### config.mk
export PLATFORM = sky130hd
export DESIGN_NAME = sram_ctrl
export DESIGN_NICKNAME = d
export VERILOG_FILES = /design/src/rtl/sram_pkg.sv /design/src/rtl/sram_ctrl.sv
export SDC_FILE = /design/constraint.sdc
export NUM_CORES = 1
export LEC_CHECK = 0
export CAP_MARGIN = 20
export CORE_ASPECT_RATIO = 1.4
export CORE_MARGIN = 3
export CORE_UTILIZATION = 46
export DETAILED_ROUTE_END_ITERATION = 10
export GPL_TIMING_DRIVEN = 0
export PLACE_DENSITY = 0.9
export SLEW_MARGIN = 10
export SYNTH_ARGS = -nofsm -noshare
export SYNTH_HDL_FRONTEND = slang
export SYNTH_SLANG_ARGS = --single-unit
export TNS_END_PERCENT = 100
### constraint.sdc
create_clock -name clk -period 4.06 [get_ports clk]
set_clock_uncertainty 0.1 [all_clocks]
set_input_delay 0.609 -clock clk [delete_from_list [all_inputs] [get_ports clk]]
set_output_delay 0.609 -clock clk [all_outputs]
set_load 0.02 [all_outputs]
### src/rtl/sram_pkg.sv
// Shared types and constants for the SRAM array controller.
// State encoding, default widths and the read precharge pattern.
package sram_pkg;

    localparam int ADDR_W_DEF = 8;
    localparam int DATA_W_DEF = 64;

    // Bitlines are driven all-ones while a read is in flight.
    localparam logic [DATA_W_DEF-1:0] BL_PRECHARGE = '1;

    typedef enum logic [1:0] {
        ST_IDLE    = 2'd0,
        ST_ISSUE   = 2'd1,
        ST_RESP    = 2'd2,
        ST_RECOVER = 2'd3
    } sram_state_e;

endpackage

### src/rtl/sram_ctrl.sv
// Single-access SRAM array controller: drives wordline/bitlines,
// waits for array completion or timeout, returns one response.
module sram_ctrl
    import sram_pkg::*;
#(
    parameter int ADDR_W      = ADDR_W_DEF,
    parameter int DATA_W      = DATA_W_DEF,
    parameter int TIMEOUT_CYC = 16
) (
    input  logic              clk,
    input  logic              rst_l,
    input  logic              req_valid,
    output logic              req_ready,
    input  logic              req_write,
    input  logic [ADDR_W-1:0] req_addr,
    input  logic [DATA_W-1:0] req_wdata,
    output logic [ADDR_W-1:0] wl,
    output logic              rw_sel,
    output logic [DATA_W-1:0] bl,
    input  logic              data_ready,
    input  logic              op_type,
    input  logic [DATA_W-1:0] rd_data,
    output logic              rsp_valid,
    input  logic              rsp_ready,
    output logic [DATA_W-1:0] rsp_rdata,
    output logic              rsp_err
);

    localparam int CNT_W = (TIMEOUT_CYC > 2) ? $clog2(TIMEOUT_CYC) : 1;
    localparam logic [CNT_W-1:0] CNT_MAX = CNT_W'(TIMEOUT_CYC - 1);

    // Widen the package precharge constant to any bitline width.
    localparam int PRE_REP = (DATA_W + DATA_W_DEF - 1) / DATA_W_DEF;
    localparam logic [PRE_REP*DATA_W_DEF-1:0] PRE_WIDE = {PRE_REP{BL_PRECHARGE}};
    localparam logic [DATA_W-1:0] PRE = PRE_WIDE[DATA_W-1:0];

    sram_state_e       r_state;
    sram_state_e       w_state_nx;
    logic [CNT_W-1:0]  r_cnt;
    logic [CNT_W-1:0]  w_cnt_nx;
    logic              r_wr;
    logic              w_wr_nx;
    logic              r_req_ready;
    logic              w_req_ready_nx;
    logic [ADDR_W-1:0] r_wl;
    logic [ADDR_W-1:0] w_wl_nx;
    logic              r_rw_sel;
    logic              w_rw_sel_nx;
    logic [DATA_W-1:0] r_bl;
    logic [DATA_W-1:0] w_bl_nx;
    logic              r_rsp_valid;
    logic              w_rsp_valid_nx;
    logic [DATA_W-1:0] r_rsp_rdata;
    logic [DATA_W-1:0] w_rsp_rdata_nx;
    logic              r_rsp_err;
    logic              w_rsp_err_nx;

    // Next-state and next-output logic; every output is a flop.
    always_comb begin
        w_state_nx     = r_state;
        w_cnt_nx       = r_cnt;
        w_wr_nx        = r_wr;
        w_req_ready_nx = 1'b0;
        w_wl_nx        = r_wl;
        w_rw_sel_nx    = r_rw_sel;
        w_bl_nx        = r_bl;
        w_rsp_valid_nx = r_rsp_valid;
        w_rsp_rdata_nx = r_rsp_rdata;
        w_rsp_err_nx   = r_rsp_err;
        unique case (r_state)
            ST_IDLE: begin
                w_req_ready_nx = 1'b1;
                if (req_valid && r_req_ready) begin
                    w_state_nx     = ST_ISSUE;
                    w_req_ready_nx = 1'b0;
                    w_cnt_nx       = '0;
                    w_wr_nx        = req_write;
                    w_wl_nx        = req_addr;
                    w_rw_sel_nx    = req_write;
                    w_bl_nx        = req_write ? req_wdata : PRE;
                end
            end
            ST_ISSUE: begin
                if (data_ready) begin
                    w_state_nx     = ST_RESP;
                    w_rsp_valid_nx = 1'b1;
                    w_rsp_rdata_nx = r_wr ? '0 : rd_data;
                    w_rsp_err_nx   = (op_type != r_wr);
                    w_wl_nx        = '0;
                    w_rw_sel_nx    = 1'b0;
                    w_bl_nx        = '0;
                end else if (r_cnt == CNT_MAX) begin
                    w_state_nx     = ST_RESP;
                    w_rsp_valid_nx = 1'b1;
                    w_rsp_rdata_nx = '0;
                    w_rsp_err_nx   = 1'b1;
                    w_wl_nx        = '0;
                    w_rw_sel_nx    = 1'b0;
                    w_bl_nx        = '0;
                end else begin
                    w_cnt_nx = r_cnt + CNT_W'(1);
                end
            end
            ST_RESP: begin
                if (rsp_ready) begin
                    w_state_nx     = ST_RECOVER;
                    w_rsp_valid_nx = 1'b0;
                    w_rsp_rdata_nx = '0;
                    w_rsp_err_nx   = 1'b0;
                end
            end
            ST_RECOVER: begin
                if (!data_ready) begin
                    w_state_nx     = ST_IDLE;
                    w_req_ready_nx = 1'b1;
                end
            end
            default: begin
                w_state_nx = ST_IDLE;
            end
        endcase
    end

    // State and registered outputs, cleared asynchronously by reset.
    always_ff @(posedge clk or negedge rst_l) begin
        if (!rst_l) begin
            r_state     <= ST_IDLE;
            r_cnt       <= '0;
            r_wr        <= 1'b0;
            r_req_ready <= 1'b0;
            r_wl        <= '0;
            r_rw_sel    <= 1'b0;
            r_bl        <= '0;
            r_rsp_valid <= 1'b0;
            r_rsp_rdata <= '0;
            r_rsp_err   <= 1'b0;
        end else begin
            r_state     <= w_state_nx;
            r_cnt       <= w_cnt_nx;
            r_wr        <= w_wr_nx;
            r_req_ready <= w_req_ready_nx;
            r_wl        <= w_wl_nx;
            r_rw_sel    <= w_rw_sel_nx;
            r_bl        <= w_bl_nx;
            r_rsp_valid <= w_rsp_valid_nx;
            r_rsp_rdata <= w_rsp_rdata_nx;
            r_rsp_err   <= w_rsp_err_nx;
        end
    end

    assign req_ready = r_req_ready;
    assign wl        = r_wl;
    assign rw_sel    = r_rw_sel;
    assign bl        = r_bl;
    assign rsp_valid = r_rsp_valid;
    assign rsp_rdata = r_rsp_rdata;
    assign rsp_err   = r_rsp_err;

endmodule

## Word level (Yosys, flattened, before mapping)

Index checks and enable logic that the tools add are counted.

- Flip-flop bits (word level): 147
- Bits of input ports: 143

- Reductions and logical operators: 9
- Mux-type cells: 36
- Equality and inequality tests: 11
- $add $sub $neg: 1

Operators by type and width:

| operator | number |
|---|---|
| 64-bit 2-to-1 mux | 7 |
| 64-bit one-hot mux with 2 select lines | 2 |
| 8-bit 2-to-1 mux | 3 |
| 8-bit one-hot mux with 2 select lines | 1 |
| 4-bit 2-to-1 mux | 3 |
| 2-bit 2-to-1 mux | 5 |
| 2-bit != test (second input constant) | 5 |
| 1-bit 2-to-1 mux | 9 |
| 1-bit one-hot mux with 2 select lines | 4 |
| 2-bit one-hot mux with 4 select lines | 1 |
| 4-bit one-hot mux with 2 select lines | 1 |
| 4-bit AND reduction | 2 |
| 3-bit AND reduction | 2 |
| 4-bit by 1-bit adder with 4-bit output (second input constant) | 1 |
| 2-bit == test (second input constant) | 2 |
| 4-bit == test (second input constant) | 1 |
| 2-bit nonzero test | 2 |
| 3-bit != test (second input constant) | 1 |
| 2-bit by 1-bit == test with 1-bit output (second input constant) | 1 |
| 2-bit zero test | 1 |
| 2-bit AND reduction | 1 |
| 1-bit logical AND | 1 |
| 1-bit != test | 1 |

## Depth between registers and ports, before layout

- Depth in word-level cells: 4
- Mapped depth: 8

## Worst setup path after synthesis

No wires, ideal clock.

- Kind: register to register
- Start: register r_state[1]
- End: register r_bl[0] (netlist: bl[0])
- Path buffers: 2
- Cell stages (with the launch flop): 8
- Path slack: 2.230 ns
- Data arrival time: 1.605 ns
- Data required time: 3.835 ns
- Path through: dfrtp_1 inv_1 ha_1 nor2b_4 a22oi_2 buf_6 buf_12 mux2_4

- Cells in the longest elaborated chain, start to end: 3

RTL lines:

| item | line | source |
|---|---|---|
| start, declared | sram_ctrl.sv:37 | `sram_state_e r_state;` |
| start signal, assigned | sram_ctrl.sv:138 | `r_state <= w_state_nx;` |
| 2-bit by 1-bit == test with 1-bit output / 2-bit zero test (equally long branches) | sram_ctrl.sv:70 | `unique case (r_state)` |
| 3-bit != test (no line) (tied with other cells) | - |  |
| 3-bit AND reduction (no line) | - |  |
| end signal, assigned | sram_ctrl.sv:144 | `r_bl <= w_bl_nx;` |
| end, declared | sram_ctrl.sv:49 | `logic [DATA_W-1:0] r_bl;` |

Several ways; a longest one is shown, not always the timed one.
A chain may end at the register's enable or synchronous reset.

## Worst setup path after layout

- Start: register r_req_ready (netlist: req_ready)
- End: output req_ready

RTL lines:

| item | line | source |
|---|---|---|
| start, declared | sram_ctrl.sv:43 | `logic r_req_ready;` |
| start signal, assigned | sram_ctrl.sv:141 | `r_req_ready <= w_req_ready_nx;` |
| end, declared | sram_ctrl.sv:13 | `output logic req_ready,` |

No word-level cell between the ends.

==> out/qor.txt <==
sequential share of power = 28.7%
RSZ-0062 raised after global routing = false
synthesized cell area = 6680 µm²
area delta synth->final = 54.8%
CTS buffer count = 17
PwrDens = 874 nW/µm²
FMAX = 0.458 GHz
layout cells sized above 1 = 17.3%
WP data required = 3.35 ns
worst setup margin = 1.88 ns
Fin. Hold Viols = 0
Synth area leaders = dfrtp_1 (55%), mux2_4 (16%), a22o_1 (8.4%)
DP Wirelength = 13900 µm
CTS max path bufs = 2
Layout Nets = 963
Total Power = 9040 µW
Setup crit end kind = output port
total global routing overflow = 0
Avg Inst Size Synth = 13.0 µm²
Worst VDD drop = 445 µV
CTS tree = built
routability cong. = 0.796
Worst-path clk slew = 0.07 ns
CP Class = reg2out
Root Buffer = clkbuf_16
worst-path fanout max = 3
Lkg Pwr = 0.00474 µW
YS warnings = 0
run status = finished clean
# rows = 51
Post-CTS Setup Inserts = 0
clk sink count = 147
# IOs = 283
CP startpoint kind = register
critical path's top delay family = buffers and inverters
fill cell total of the finished layout = 907
Critical Path Max Stage Delay = 0.66 ns
Min-Delay Path Class = in2async
Net Switching = 3390 µW
Net Sw Frac = 37.5%
# H-tree levels = 4
clock share of power = 17.3%
DRC viols = 0
Yosys top cell by area = dfrtp_1
first-pass GRT wire length = 29800 µm
Placement Setup Slack = 1.55 ns
Top FF cell, synth = dfrtp_1
register bit total from synthesis = 147
antenna violations before repair = 0
Cell variety after synth = 36
Worst path slowest cell = clkdlybuf4s50_1
Starting Density = 47.6%
DRT Pass-1 Iters = 4
largest net degree at the start of global routing = 76
First DRT Iteration DRCs = 218
grt met3 use = 8.94%
Slew HR = 60.1%
GRT met1 Usage = 26.5%
DIE AREA = 16000 µm²
number of inserted diodes = 0
Routed WL = 18900 µm
Tcrit/Tclk final = 53.7%
Pins Over Slew Limit = 0
DR vias = 5165
layer with the highest usage = met2
met2 GRT Util = 42.1%
worst path cell trace = clkdlybuf4s50_1
Logic pwr share = 54.0%
Routed Antenna Nets = 0
die height = 149 µm
drt wl/cell = 18.6 µm
CTS Hold Buffers Added = 0
asr flop ratio synth = 100%
syn_nets = 662
top-area cell type share of the netlist area = 55.1%
DIE WIDTH = 108 µm
vias in the first global route = 5720
core region area = 14000 µm²
Tot GR Track Use = 23.9%
post-cts resize count = 0
PortBufs = 281
CP arrival = 1.47 ns
drt via density = 5.10
Worst-Margin Slew = 0.599 ns
internal power = 5650 µW
max cap viols = 0
WP buf/inv = 1
Worst-Skew Late Latency = 0.41 ns
Tmin final = 2.18 ns
Post-synth EDFFs = 0
Synth Instances = 514
Seq/Total Area, Yosys = 55.1%
Final Setup Violations = 0
-- worst register-to-register path, stage by stage, from the launching register on --
cell      delay [ns]
dfrtp_1         0.42
inv_1           0.09
ha_1            0.21
buf_2           0.28
clkbuf_2        0.28
buf_2           0.29
a21oi_1         0.08
mux2_4          0.29
-- synthesized netlist by cell type (2+ instances only) --
master / instances
mux2_4: 70
dfrtp_1: 147
o2111ai_1: 3
nand2_1: 2
ha_1: 5
mux2_2: 6
inv_1: 71
a21oi_1: 66
o211ai_1: 4
nand3_1: 4
nor2b_1: 11
nand2b_1: 4
clkbuf_1: 10
a22o_1: 64
and3_1: 2
buf_6: 6
mux2i_1: 2
buf_12: 7
buf_2: 12
a22oi_1: 2
-- cell type report --
cell class | instances | area, µm² | area share [%]
clock buffers | 17 | 425 | 4.11
inverters | 71 | 267 | 2.58
multi-input cells | 258 | 2410 | 23.3
flip-flops and latches | 147 | 3680 | 35.6
clock inverters | 15 | 161 | 1.56
plain buffers | 38 | 322 | 3.11
well taps | 185 | 231 | 2.24
repair buffers | 282 | 2850 | 27.5
-- kinds of logic (layout without fill, tap and decap cells) --
kind of cell / Yosys count / count (layout) / synth area share [%]
AND/OR/NAND/NOR: 28 / 28 / 2.70
buffers and inverters: 109 / 423 / 8.80
AO/OA/AOI/OAI: 145 / 145 / 15.2
flip-flops: 147 / 147 / 55.1
adder cells (fa/ha/maj): 5 / 5 / 0.936
XOR/XNOR: 1 / 1 / 0.131
multiplexers: 79 / 79 / 17.2
-- power by group through the flow --
stage / combinational [µW] / sequential (µW) / clock [µW]
after detailed placement: 4910 / 2590 / 0
after CTS: 4930 / 2590 / 1590
after global placement: 4800 / 2570 / 0
after floorplan: 2130 / 3360 / 0
after global routing: 5160 / 2660 / 1660
final: 4880 / 2600 / 1560
-- layout by cell type, fill, tap and decap left out, types with 3 or more instances in the layout --
cell	count
buf_12	7
o2111ai_1	3
a22o_1	64
o211ai_1	4
inv_6	4
nand3_1	4
inv_8	5
buf_2	12
clkbuf_1	10
clkbuf_16	17
nand2b_1	4
clkinv_8	3
a21oi_1	66
mux2_2	6
mux2_4	70
buf_6	6
nor2b_1	11
ha_1	5
clkdlybuf4s50_1	280
dfrtp_1	147
inv_1	71
-- state kept, by name, summed over array words and instances (netlist names) --
name	count
rsp_rdata	64
r_cnt	4
rsp_err	1
rw_sel	1
bl	64
r_state	2
req_ready	1
r_wr	1
wl	8
rsp_valid	1
-- routing by layer --
| metal | wire, µm | vias to the layer above |
|---|---|---|
| li1 | - | 2389 |
| met1 | 7090 | 2511 |
| met2 | 9700 | 238 |
| met3 | 1720 | 27 |
| met4 | 360 | 0 |
| met5 | 0 | - |
-- stage by stage --
stage | hold slack (ns) | setup TNS [ns] | utilization (%) | instance area, µm² | std cells
floorplan | 0.213 | 0 | - | 6680 | 514
global placement | 0.377 | -514.60 | 69.3 | 9730 | 980
detailed placement | 0.391 | 0 | 69.5 | 9760 | 981
CTS | 0.0585 | 0 | 73.7 | 10300 | 1013
global route | 0.0744 | 0 | 73.7 | 10300 | 1013
finish | 0.0436 | 0 | 73.7 | 10300 | 1013
-- final timing paths --
| kind | start | to | slack [ns] | depth (start not counted) |
|---|---|---|---|---|
| min in group clk | rsp_err | rsp_err | 0.40 | 1 |
| worst max-delay path | req_ready | req_ready | 1.88 | 1 |
| worst min register to register | rsp_err | rsp_err | 0.40 | 1 |
| worst max register to register | r_state[1] | bl[20] | 1.90 | 7 |
| max in group asynchronous | rst_l | bl[20] | 3.06 | 2 |
| worst min-delay path | rst_l | wl[4] | 0.04 | 1 |
Power figures use the tool's default switching activity.
